===== config.mk =====
export PLATFORM = sky130hd
export DESIGN_NAME = block_mem_bridge_flat
export DESIGN_NICKNAME = d
export VERILOG_FILES = /design/src/rtl/block_mem_bridge_pkg.sv /design/src/rtl/block_mem_bridge_if.sv /design/src/rtl/block_mem_bridge_beat_counter.sv /design/src/rtl/block_mem_bridge.sv /design/src/flat_wrapper.sv
export SDC_FILE = /design/constraint.sdc
export NUM_CORES = 1
export LEC_CHECK = 0
export ABC_AREA = 1
export BUFFER_PORTS_ARGS = -buffer_cell sky130_fd_sc_hd__buf_2
export CAP_MARGIN = 20
export CORE_AREA = 2 2 252 254
export CTS_CLUSTER_SIZE = 28
export DETAILED_ROUTE_END_ITERATION = 10
export DIE_AREA = 0 0 254 256
export PLACE_DENSITY = 0.66
export SETUP_SLACK_MARGIN = 0.5
export SKIP_CTS_REPAIR_TIMING = 1
export SLEW_MARGIN = 10
export SYNTH_ARGS = -nofsm -noshare
export SYNTH_HDL_FRONTEND = slang
export SYNTH_HIERARCHICAL = 1
export SYNTH_SLANG_ARGS = --single-unit

===== constraint.sdc =====
create_clock -name CLK -period 3.3 [get_ports CLK]
set_clock_uncertainty 0.2 [all_clocks]
set_input_delay 0.165 -clock CLK [delete_from_list [all_inputs] [get_ports CLK]]
set_output_delay 0.165 -clock CLK [all_outputs]
set_load 0.01 [all_outputs]

===== src/rtl/block_mem_bridge_pkg.sv =====
// Shared definitions for the block/memory bridge.
// Holds the default geometry (word width, address width, block offset bits),
// the beats-per-block derivation and the FSM state enumeration.
// Imported as: import bridge_pkg::*;
package bridge_pkg;

    localparam int unsigned DefData  = 32;
    localparam int unsigned DefAddr  = 32;
    localparam int unsigned DefOfst  = 5;
    localparam int unsigned DefBlck  = 8 << DefOfst;
    localparam int unsigned DefBeats = DefBlck / DefData;

    // Number of memory words that make up one cache block.
    function automatic int unsigned beats_of(input int unsigned blck, input int unsigned data);
        return blck / data;
    endfunction

    typedef enum logic [1:0] {
        StIdle,
        StWr,
        StRd,
        StDone
    } state_e;

endpackage


===== src/rtl/block_mem_bridge_if.sv =====
// Word-wide memory port of the block/memory bridge.
// Signals:
//   mem_req   - beat request, held until a cycle with mem_ack
//   mem_we    - 1 for a write beat, 0 for a read beat
//   mem_addr  - byte address of the beat
//   mem_wdata - write data of the beat
//   mem_rdata - read data, valid with mem_ack
//   mem_ack   - beat acknowledge
// Modports: master (bridge side), slave (memory side).
interface block_mem_bridge_if
    import bridge_pkg::*;
#(
    parameter int unsigned DATA = DefData,
    parameter int unsigned ADDR = DefAddr
) ();

    logic            mem_req;
    logic            mem_we;
    logic [ADDR-1:0] mem_addr;
    logic [DATA-1:0] mem_wdata;
    logic [DATA-1:0] mem_rdata;
    logic            mem_ack;

    modport master (
        output mem_req,
        output mem_we,
        output mem_addr,
        output mem_wdata,
        input  mem_rdata,
        input  mem_ack
    );

    modport slave (
        input  mem_req,
        input  mem_we,
        input  mem_addr,
        input  mem_wdata,
        output mem_rdata,
        output mem_ack
    );

endinterface


===== src/rtl/block_mem_bridge_beat_counter.sv =====
// Beat counter for block bursts.
// Counts acknowledged beats within a block and wraps to zero after the last one.
// Ports:
//   clk_i   - clock
//   rst_i   - synchronous active-high reset
//   inc_i   - advance by one beat (beat acknowledged)
//   count_o - current beat index
//   wrap_o  - the beat being acknowledged now is the last of the block
module beat_counter
    import bridge_pkg::*;
#(
    parameter int unsigned Beats = DefBeats
) (
    input  logic                     clk_i,
    input  logic                     rst_i,
    input  logic                     inc_i,
    output logic [$clog2(Beats)-1:0] count_o,
    output logic                     wrap_o
);

    localparam int unsigned Width = $clog2(Beats);

    logic [Width-1:0] count_q;
    logic [Width-1:0] count_d;

    assign wrap_o  = inc_i && (count_q == Width'(Beats - 1));
    assign count_o = count_q;

    always_comb begin
        count_d = count_q;
        if (inc_i) begin
            count_d = wrap_o ? '0 : count_q + 1'b1;
        end
    end

    always_ff @(posedge clk_i) begin
        if (rst_i) begin
            count_q <= '0;
        end else begin
            count_q <= count_d;
        end
    end

endmodule


===== src/rtl/block_mem_bridge.sv =====
// Block/memory bridge: converts single-cycle block fill and write-back
// strobes from a data cache into bursts of word beats on a memory port.
// Ports:
//   CLK, RESET      - clock, synchronous active-high reset
//   bread, bwrite   - one-cycle fill / write-back strobes (ignored while busy)
//   address         - request byte address, low OFST bits ignored
//   block_out       - write-back block, captured with bwrite
//   block_in        - assembled fill block
//   done            - one-cycle completion pulse
//   busy            - request in progress
//   mem             - memory port (block_mem_bridge_if.master)
// Build option: BLOCK_MEM_BRIDGE_POSTED_WR_EN -- when defined, a write-back
// reports done the cycle after capture and drains in the background.
module block_mem_bridge
    import bridge_pkg::*;
#(
    parameter int unsigned DATA = DefData,
    parameter int unsigned ADDR = DefAddr,
    parameter int unsigned OFST = DefOfst,
    parameter int unsigned BLCK = 8 << OFST
) (
    input  logic               CLK,
    input  logic               RESET,
    input  logic               bread,
    input  logic               bwrite,
    input  logic [ADDR-1:0]    address,
    input  logic [BLCK-1:0]    block_out,
    output logic [BLCK-1:0]    block_in,
    output logic               done,
    output logic               busy,
    block_mem_bridge_if.master mem
);

    localparam int unsigned BEATS = beats_of(BLCK, DATA);
    localparam int unsigned BeatW = $clog2(BEATS);
    localparam int unsigned BYTES = DATA / 8;

    state_e          state_q;
    logic [ADDR-1:0] base_q;
    logic [BLCK-1:0] wblk_q;
    logic [BLCK-1:0] rblk_q;
    logic            pend_q;
    logic            done_q;
    logic            busy_q;
    logic            mem_req_q;
    logic            mem_we_q;

    logic [BeatW-1:0] beat;
    logic             beat_inc;
    logic             beat_wrap;
    logic             in_burst;

    // Acks are only meaningful while a burst is running.
    assign in_burst = (state_q == StWr) || (state_q == StRd);
    assign beat_inc = in_burst && mem.mem_ack;

    beat_counter #(
        .Beats(BEATS)
    ) u_beat_counter (
        .clk_i  (CLK),
        .rst_i  (RESET),
        .inc_i  (beat_inc),
        .count_o(beat),
        .wrap_o (beat_wrap)
    );

    assign mem.mem_req   = mem_req_q;
    assign mem.mem_we    = mem_we_q;
    assign mem.mem_addr  = base_q + ADDR'(beat) * ADDR'(BYTES);
    assign mem.mem_wdata = wblk_q[32'(beat) * DATA +: DATA];

    assign block_in = rblk_q;
    assign done     = done_q;
    assign busy     = busy_q;

    always_ff @(posedge CLK) begin
        if (RESET) begin
            state_q   <= StIdle;
            base_q    <= '0;
            wblk_q    <= '0;
            rblk_q    <= '0;
            pend_q    <= 1'b0;
            done_q    <= 1'b0;
            busy_q    <= 1'b0;
            mem_req_q <= 1'b0;
            mem_we_q  <= 1'b0;
        end else begin
            done_q <= 1'b0;
            unique case (state_q)
                StIdle: begin
                    if (bwrite) begin
                        base_q    <= {address[ADDR-1:OFST], {OFST{1'b0}}};
                        wblk_q    <= block_out;
                        // A simultaneous fill is replayed from the same base after the write.
                        pend_q    <= bread;
                        state_q   <= StWr;
                        mem_req_q <= 1'b1;
                        mem_we_q  <= 1'b1;
                        busy_q    <= 1'b1;
`ifdef BLOCK_MEM_BRIDGE_POSTED_WR_EN
                        // With a fill pending, the single done pulse belongs to the fill.
                        done_q    <= !bread;
`endif
                    end else if (bread) begin
                        base_q    <= {address[ADDR-1:OFST], {OFST{1'b0}}};
                        state_q   <= StRd;
                        mem_req_q <= 1'b1;
                        mem_we_q  <= 1'b0;
                        busy_q    <= 1'b1;
                    end
                end
                StWr, StRd: begin
                    if (state_q == StRd && mem.mem_ack) begin
                        rblk_q[32'(beat) * DATA +: DATA] <= mem.mem_rdata;
                    end
                    if (beat_wrap) begin
                        mem_we_q <= 1'b0;
                        if (pend_q) begin
                            pend_q  <= 1'b0;
                            state_q <= StRd;
                        end else begin
                            mem_req_q <= 1'b0;
`ifdef BLOCK_MEM_BRIDGE_POSTED_WR_EN
                            if (state_q == StWr) begin
                                // Done was already reported at capture.
                                state_q <= StIdle;
                                busy_q  <= 1'b0;
                            end else begin
                                state_q <= StDone;
                                done_q  <= 1'b1;
                            end
`else
                            state_q <= StDone;
                            done_q  <= 1'b1;
`endif
                        end
                    end
                end
                StDone: begin
                    state_q <= StIdle;
                    busy_q  <= 1'b0;
                end
                default: begin
                    state_q <= StIdle;
                end
            endcase
        end
    end

endmodule


===== src/flat_wrapper.sv =====
// flat-port wrapper written by rule: the top's interface ports become plain ports
module block_mem_bridge_flat import bridge_pkg::*;
#(
    parameter int unsigned DATA = DefData,
    parameter int unsigned ADDR = DefAddr,
    parameter int unsigned OFST = DefOfst,
    parameter int unsigned BLCK = 8 << OFST
)
  (CLK, RESET, bread, bwrite, address, block_out, block_in, done, busy, mem_mem_req, mem_mem_we, mem_mem_addr, mem_mem_wdata, mem_mem_rdata, mem_mem_ack);
  block_mem_bridge_if #(.DATA(DATA), .ADDR(ADDR)) mem_i ();
  input  logic CLK;
  input  logic RESET;
  input  logic bread;
  input  logic bwrite;
  input  logic [ADDR-1:0] address;
  input  logic [BLCK-1:0] block_out;
  output logic [BLCK-1:0] block_in;
  output logic done;
  output logic busy;
  output wire logic [$bits(mem_i.mem_req)-1:0] mem_mem_req;
  output wire logic [$bits(mem_i.mem_we)-1:0] mem_mem_we;
  output wire logic [$bits(mem_i.mem_addr)-1:0] mem_mem_addr;
  output wire logic [$bits(mem_i.mem_wdata)-1:0] mem_mem_wdata;
  input wire logic [$bits(mem_i.mem_rdata)-1:0] mem_mem_rdata;
  input wire logic [$bits(mem_i.mem_ack)-1:0] mem_mem_ack;
  assign mem_mem_req = mem_i.mem_req;
  assign mem_mem_we = mem_i.mem_we;
  assign mem_mem_addr = mem_i.mem_addr;
  assign mem_mem_wdata = mem_i.mem_wdata;
  assign mem_i.mem_rdata = mem_mem_rdata;
  assign mem_i.mem_ack = mem_mem_ack;
  block_mem_bridge #(.DATA(DATA), .ADDR(ADDR), .OFST(OFST), .BLCK(BLCK)) u_core (.CLK(CLK), .RESET(RESET), .bread(bread), .bwrite(bwrite), .address(address), .block_out(block_out), .block_in(block_in), .done(done), .busy(busy), .mem(mem_i));
endmodule

* Word level (Yosys, flattened, before mapping)
Cells that the tools add are included.
** Operators by class
- Multiplexer cells :: 22
- Bitwise logic cells :: 2
- $add $sub $neg :: 3
- Equal/unequal tests :: 8
- Reductions and logical operators :: 18
- Shift operators :: 3
** Operator list (count)
- 256-bit bitwise mux :: 1
- 32-bit by 34-bit variable shift with 256-bit output (first input constant) :: 1
- 256-bit by 9-bit variable part select with 32-bit output :: 1
- 32-bit by 34-bit variable part select with 256-bit output :: 1
- 32-bit 2-to-1 mux :: 2
- 8-bit negator with 34-bit output :: 1
- 32-bit by 5-bit adder with 32-bit output :: 1
- 1-bit 2-to-1 mux :: 10
- 2-bit AND reduction :: 5
- 1-bit case mux with 2 select lines :: 4
- 2-bit 2-to-1 mux :: 3
- 2-bit inequality test (second input constant) :: 3
- 2-bit case mux with 3 select lines :: 1
- 3-bit AND reduction :: 2
- 2-bit nonzero test :: 3
- 2-bit == test (second input constant) :: 2
- 4-bit AND reduction :: 1
- 3-bit by 1-bit adder with 3-bit output (second input constant) :: 1
- 3-bit == test (second input constant) :: 1
- 1-bit logical AND :: 3
- 3-bit 2-to-1 mux :: 1
- 3-bit inequality test (second input constant) :: 1
- 3-bit OR reduction :: 1
- 2-bit by 1-bit == test with 1-bit output (second input constant) :: 1
- 4 further kinds :: 5
** Storage, ports and cells
- Register bits after elaboration :: 554
- Input bits :: 325

* Logic depth before layout (Yosys ltp)
Gate-level depths: netlist of run 1.
- Word-level depth :: 6
- Mapped depth :: 14
- Mapped depth without buffers :: 12

* By module
The synthesis of run 1 kept the hierarchy.
** By module, submodules not included
- block_mem_bridge :: cells each 3236, seq. area each 10930.5 um^2, instances 1, area an instance 22293.9 um^2
- beat_counter :: cells each 20, seq. area each 60.1 um^2, instances 1, area an instance 146.4 um^2

* Worst setup path before layout of run 1
Ideal clock, no wire load.
- Kind :: register to register
- Start point :: register u_core.u_beat_counter.count_q[0] (netlist: u_core/u_beat_counter/count_o[0])
- End point :: register u_core.rblk_q[223] (netlist: u_core/block_in[223])
- Arrival time :: 2396 ps
- Setup slack :: 591 ps
- Path buffers :: 4
- Required time :: 2987 ps
- Library setup time :: 113 ps
- Clock period less this slack :: 2709 ps
- Stages on the path, launching flop included :: 14
- Cell sequence :: dfxtp_1 -> inv_2 -> buf_2 -> buf_4 -> buf_2 -> ha_1 -> ha_1 -> nor2_1 -> nand2_1 -> nor2_4 -> buf_2 -> nand2_1 -> nand2_1 -> nor2_1
** Between the ends
- Longest elaborated chain between the ends :: 3
- Elaborated cells on any way between the ends :: 4
- Classes of those cells :: add/sub (1); shift (2); mux (1)
** RTL lines
- from (decl) :: RTL line block_mem_bridge_beat_counter.sv:23 : logic [Width-1:0] count_q;
- from (signal assigned) :: RTL line block_mem_bridge_beat_counter.sv:40 : count_q <= count_d;
- 8-bit negator with 34-bit output * :: RTL line block_mem_bridge.sv:114 : rblk_q[32'(beat) * DATA +: DATA] <= mem.mem_rdata;
- 32-bit by 34-bit variable part select with 256-bit output or 32-bit by 34-bit variable shift with 256-bit output (tied branches) :: RTL line block_mem_bridge.sv:114
- 256-bit bitwise mux * :: RTL line block_mem_bridge.sv:114
- to (signal, indexed assignment) :: RTL line block_mem_bridge.sv:114
- to (decl) :: RTL line block_mem_bridge.sv:41 : logic [BLCK-1:0] rblk_q;
Every way passes the cells marked *; elsewhere a longest branch is shown, timed or not.
A chain may end at the register's enable or synchronous reset.

* Worst setup path after layout of run 1
- Start point :: register u_core.u_beat_counter.count_q[0] (netlist: u_core/u_beat_counter/count_o[0])
- End point :: output port mem_mem_wdata[10]
** Between the ends
- Longest elaborated chain between the ends :: 1
** RTL lines
- 256-bit by 9-bit variable part select with 32-bit output :: RTL line block_mem_bridge.sv:70 : assign mem.mem_wdata = wblk_q[32'(beat) * DATA +: DATA];
- to (decl) :: RTL line flat_wrapper.sv:23 : output wire logic [$bits(mem_i.mem_wdata)-1:0] mem_mem_wdata;
Every way passes these cells.

==> results of run 1 <==
[metrics by stage]
step / instances / instance area, um^2
4_1_cts: 4644 / 28100
3_5_place_dp: 4542 / 26200
5_1_grt: 4985 / 31600
3_3_place_gp: 4542 / 26200
2_1_floorplan: 3257 / 22400
6_report: 4987 / 31600
[flip-flops by register name (all words and copies together) (netlist names)]
register / count
u_core/state_q: 2
u_core/u_beat_counter/count_o: 3
u_core/pend_q: 1
u_core/busy: 1
u_core/done: 1
u_core/base_q: 27
u_core/mem.mem_we: 1
u_core/block_in: 256
u_core/wblk_q: 256
u_core/mem.mem_req: 1
[cell type report]
| class | count | area [um^2] | share of cell area |
|---|---|---|---|
| Clock inverter | 19 | 225 | 0.00713 |
| Antenna cell | 11 | 27.5 | 0.000871 |
| Tap cell | 846 | 1060 | 0.0335 |
| Multi-Input combinational cell | 2400 | 10200 | 0.323 |
| Clock buffer | 83 | 1730 | 0.0546 |
| Inverter | 58 | 235 | 0.00744 |
| Timing Repair Buffer | 1021 | 7130 | 0.226 |
| Sequential cell | 549 | 11000 | 0.348 |
[worst max path at each step]
stage / startpoint / end / slack (ns) / depth (start not counted)
final: u_core/u_beat_counter/count_o[0] / mem_mem_wdata[10] / 0.52 / 6
after global routing: u_core/u_beat_counter/count_o[0] / mem_mem_wdata[27] / 0.48 / 6
after CTS: u_core/u_beat_counter/count_o[1] / mem_mem_wdata[22] / 0.08 / 8
after detailed placement: u_core/u_beat_counter/count_o[0] / u_core/block_in[135] / 0.50 / 8
after global placement: u_core/u_beat_counter/count_o[0] / u_core/block_in[69] / 0.54 / 8
after floorplan: u_core/u_beat_counter/count_o[0] / u_core/block_in[223] / 0.59 / 13
[synthesized netlist by cell type, drive strengths merged (9+ instances only)]
| cell type | number | area (um^2) |
|---|---|---|
| nand2 | 399 | 1500 |
| o22ai | 64 | 400 |
| inv | 56 | 210 |
| nand3 | 104 | 538 |
| ha | 9 | 113 |
| buf | 107 | 524 |
| nor2 | 1240 | 4680 |
| dfxtp | 549 | 11000 |
| nor3 | 28 | 140 |
| clkbuf | 143 | 538 |
| o21ai | 534 | 2670 |
| a21oi | 14 | 70.1 |
[layer usage]
layer,wire (um),global-route usage,up-vias
li1,-,-,12100
met1,35000,0.282,11600
met2,46600,0.440,1119
met3,7190,0.0699,246
met4,4370,0.111,4
met5,23,0,-
[logic make-up (layout without fill, tap and decap cells)]
family / count (synthesis) / in the layout / synth area share
DFF: 549 / 549 / 0.490
and+or+nand+nor: 1776 / 1776 / 0.308
AOI/OAI and AO/OA: 613 / 613 / 0.140
other: 1 / 13 / 0.000167
adders and majority gates: 9 / 9 / 0.00502
buffers and inverters: 308 / 1181 / 0.0570
[power by group]
part	internal, mW	switching [mW]
Combinational	2.36	4.73
Sequential	7.61	0.500
Clock	3.94	2.81
[critical path: stages, from the launching register on]
cell and delay, ns:
dfxtp_4 0.41, buf_16 0.35, o21ai_0 0.18, o22ai_1 0.43, nand2_1 0.14, nand2_1 0.08, buf_2 0.13
==> results.yml, run 1 <==
worst_setup_path:
  startpoint_type: "flip-flop"
  critical_path_peak_fanout: 94
  r2r_cells: 8
  path_class: "flip-flop to output port"
  timing.rr.end: "u_core/block_in[145]"
  r2r_slack_ns: 0.73
  timing.rr.start: "u_core/u_beat_counter/count_o[0]"
  cp-end-kind: "output port"
  cp.required_ns: 2.93
  cp.arrival_ns: 2.42
clock_network:
  clock_path_buffers: 3
  htreeDepth: 2
  root_buffer: "clkbuf_16"
  insertion_delay_ns: 0.62
  clk_pin_slew_ns: 0.06
  cts-buffers-inserted: 59
  cts_tree: "built"
  cts_sinks: 549
drt:
  post-route-drc-count: 0
  routedWlPerCell_um: 18.7
  vias: 25100
  vias_per_cell: 5.02
  wl_um: 93200
  drtIter0Drc: 2227
  drtPass1Iterations: 5
  ant_nets: 0
timing:
  hold_violations: 0
  period_minus_slack_ns: 2.78
  max_slew_margin: 0.450
  setup_ws_ns: 0.516
  setup_violations: 0
  rsz0062_at_grt: "yes"
  tightest_slew_ns: 0.826
  max_freq_mhz: 359
  fin_setup_tns_ns: 0
  slew_violations: 0
  hold_slack_ns: 0.113
  post-route-period-util: 0.844
yosys:
  ys_types: 29
  synth_area_per_cell_um2: 6.89
  yosysSeqAreaShare: 0.490
  synthArstFlopShare: 0
  ys_ff_latch: 549
  synth_cells: 3256
  synth-edff-count: 0
  synth_top_flop_cell: "dfxtp_1"
  synthesis.area_um2: 22400
  yosysWarnings: 6
final_layout:
  area_delta_synth_final_pct: 40.8
  nFillCells: 6090
  post-route-util: 0.506
  layout_commonest_cell: "nor2_1"
  drive_gt1_frac: 0.197
  layout_common_cells: "1,232 x nor2_1, 641 x buf_2, 546 x dfxtp_1"
  layout.nets: 4423
power:
  p_total_mw: 22.0
  vdd_ir_drop_max_mv: 0.490
  p_leak_nw: 14.2
  p_per_area_nw_per_um2: 695
grt:
  grt_pass1_wl_um: 126000
  antenna_found_initial: 14
  track_usage: 0.251
  grt_max_degree: 189
  overflow: 0
  grt_pass1_vias: 21300
die:
  die_x_um: 254
  die_height_um: 256
  io-pin-count: 649
  row_count: 92
  initial_core_util: 0.360
  dieArea_um2: 65000
  core_area_um2: 62400
worst_hold_path:
  hold_depth: 4
  hp-start: "address[27]"
  hold_end: "u_core/base_q[27]"
  min-delay-path-class: "input port to flip-flop"
place:
  io_buffers: 641
  pre_cts_ws_ns: 0.502
  dp_hpwl_um: 58700
  place_congestion: 0.949
job:
  max_cap_viol_count: 0
status:
  status: "finished, final reports clean"
(Power assumes the default switching activity.)
==> run 2: changes to the inputs <==
- clock period: 3.3 -> 2.7 ns (I/O delays scaled with it)
==> results.yml, run 2 (same netlist as run 1, synthesis figures left out) <==
final_layout:
  seq_area_um2: 11000
  drive_gt1_frac: 0.208
  post-route-util: 0.514
  multi_input_area_um2: 10300
  layout_common_cells: "1,231 x nor2_1, 641 x buf_2, 546 x dfxtp_1"
  area_delta_synth_final_pct: 42.8
  final_cell_count_no_fill: 5009
  nFillCells: 6004
  layout_commonest_cell: "nor2_1"
  layout.nets: 4446
grt:
  grt_max_degree: 111
  grt_pass1_vias: 21300
  track_usage: 0.248
  grt_pass1_wl_um: 125000
  antenna_found_initial: 11
  overflow: 0
worst_setup_path:
  worst-path-buf-inv: 3
  cp.arrival_ns: 2.20
  cp-end-kind: "output port"
  critical_path_peak_fanout: 13
  cp_top_family: "buffers and inverters"
  cpPeakStageDelay_ns: 0.44
  cpMaxStageDelayCell: "dfxtp_4"
  cp_cell_sequence: "buf_4 -> clkbuf_16 -> o21ai_0 -> o22ai_1 -> nand2_1 -> nand2_1 -> buf_2"
  crit_top_cell: "nand2_1"
  startpoint_type: "flip-flop"
  cp.required_ns: 2.37
  path_class: "flip-flop to output port"
die:
  dieArea_um2: 65000
  core_area_um2: 62400
  io-pin-count: 649
  die_x_um: 254
  initial_core_util: 0.360
  row_count: 92
  die_height_um: 256
timing:
  hold_violations: 0
  rsz0062_at_grt: "yes"
  period_minus_slack_ns: 2.53
  max_slew_margin: 0.575
  tightest_slew_ns: 0.637
  setup_violations: 0
  setup_ws_ns: 0.168
  hold_slack_ns: 0.101
  post-route-period-util: 0.938
  slew_violations: 0
  max_freq_mhz: 395
drt:
  routedWlPerCell_um: 18.9
  vias_per_cell: 5.06
  drtPass1Iterations: 6
  post-route-drc-count: 0
  vias: 25300
  wl_um: 94800
  ant_nets: 0
  drtIter0Drc: 2273
power:
  p_leak_nw: 14.5
  p_total_mw: 27.3
  vdd_ir_drop_max_mv: 0.538
  p_per_area_nw_per_um2: 853
status:
  status: "finished, final reports clean"
place:
  io_buffers: 641
  dp_hpwl_um: 59300
  pre_cts_ws_ns: 0.283
  dp.cells: 4566
  place_congestion: 0.858
worst_hold_path:
  min-delay-path-class: "input port to flip-flop"
clock_network:
  clock_path_buffers: 3
  insertion_delay_ns: 0.60
  clk_pin_slew_ns: 0.06
  root_buffer: "clkbuf_16"
  htreeDepth: 2
  cts-buffers-inserted: 57
  cts_sinks: 549
  cts_tree: "built"
job:
  max_cap_viol_count: 0
run 2: tightest hold or removal path, cell delays in order:
cell and delay (ns):
dlygate4sd3_1 0.52, buf_2 0.09, nor3_1 0.04, nor2_1 0.08
run 2: final timing paths:
path                                    startpoint                   end  slack, ns  cells past startpoint
hold reg to reg                  u_core/mem.mem_we     u_core/mem.mem_we       0.27                      2
setup / recovery  u_core/u_beat_counter/count_o[0]     mem_mem_wdata[18]       0.17                      7
setup reg to reg  u_core/u_beat_counter/count_o[0]  u_core/block_in[168]       0.33                     10
hold / removal                         address[17]     u_core/base_q[17]       0.10                      4
run 2: power breakdown:
group,switching (mW),internal [mW]
sequential,0.638,9.31
combinational,6.11,3.26
clock,3.38,4.62
total,10.1,17.2
run 2: final cells by class:
cell class                      count  area share
Timing Repair inverter              1    0.000273
Antenna cell                        5    0.000391
Multi-Input combinational cell   2400       0.322
Sequential cell                   549       0.343
Tap cell                          846      0.0330
Clock inverter                     17     0.00539
Clock buffer                       88      0.0533
Inverter                           58     0.00785
Timing Repair Buffer             1045       0.234
run 2: per-stage QoR:
step                      setup TNS [ns]  area [um^2]
after floorplan                        0        22600
after CTS                          -3.87        28400
after detailed placement               0        26500
after global routing                   0        32000
after global placement                 0        26500
final                                  0        32000
run 2: layer usage:
metal | share of wire | up-vias | global-route usage
li1 | - | 12100 | -
met1 | 0.37 | 11600 | 0.286
met2 | 0.49 | 1272 | 0.428
met3 | 0.083 | 285 | 0.0582
met4 | 0.054 | 10 | 0.122
met5 | 0.00075 | - | 0
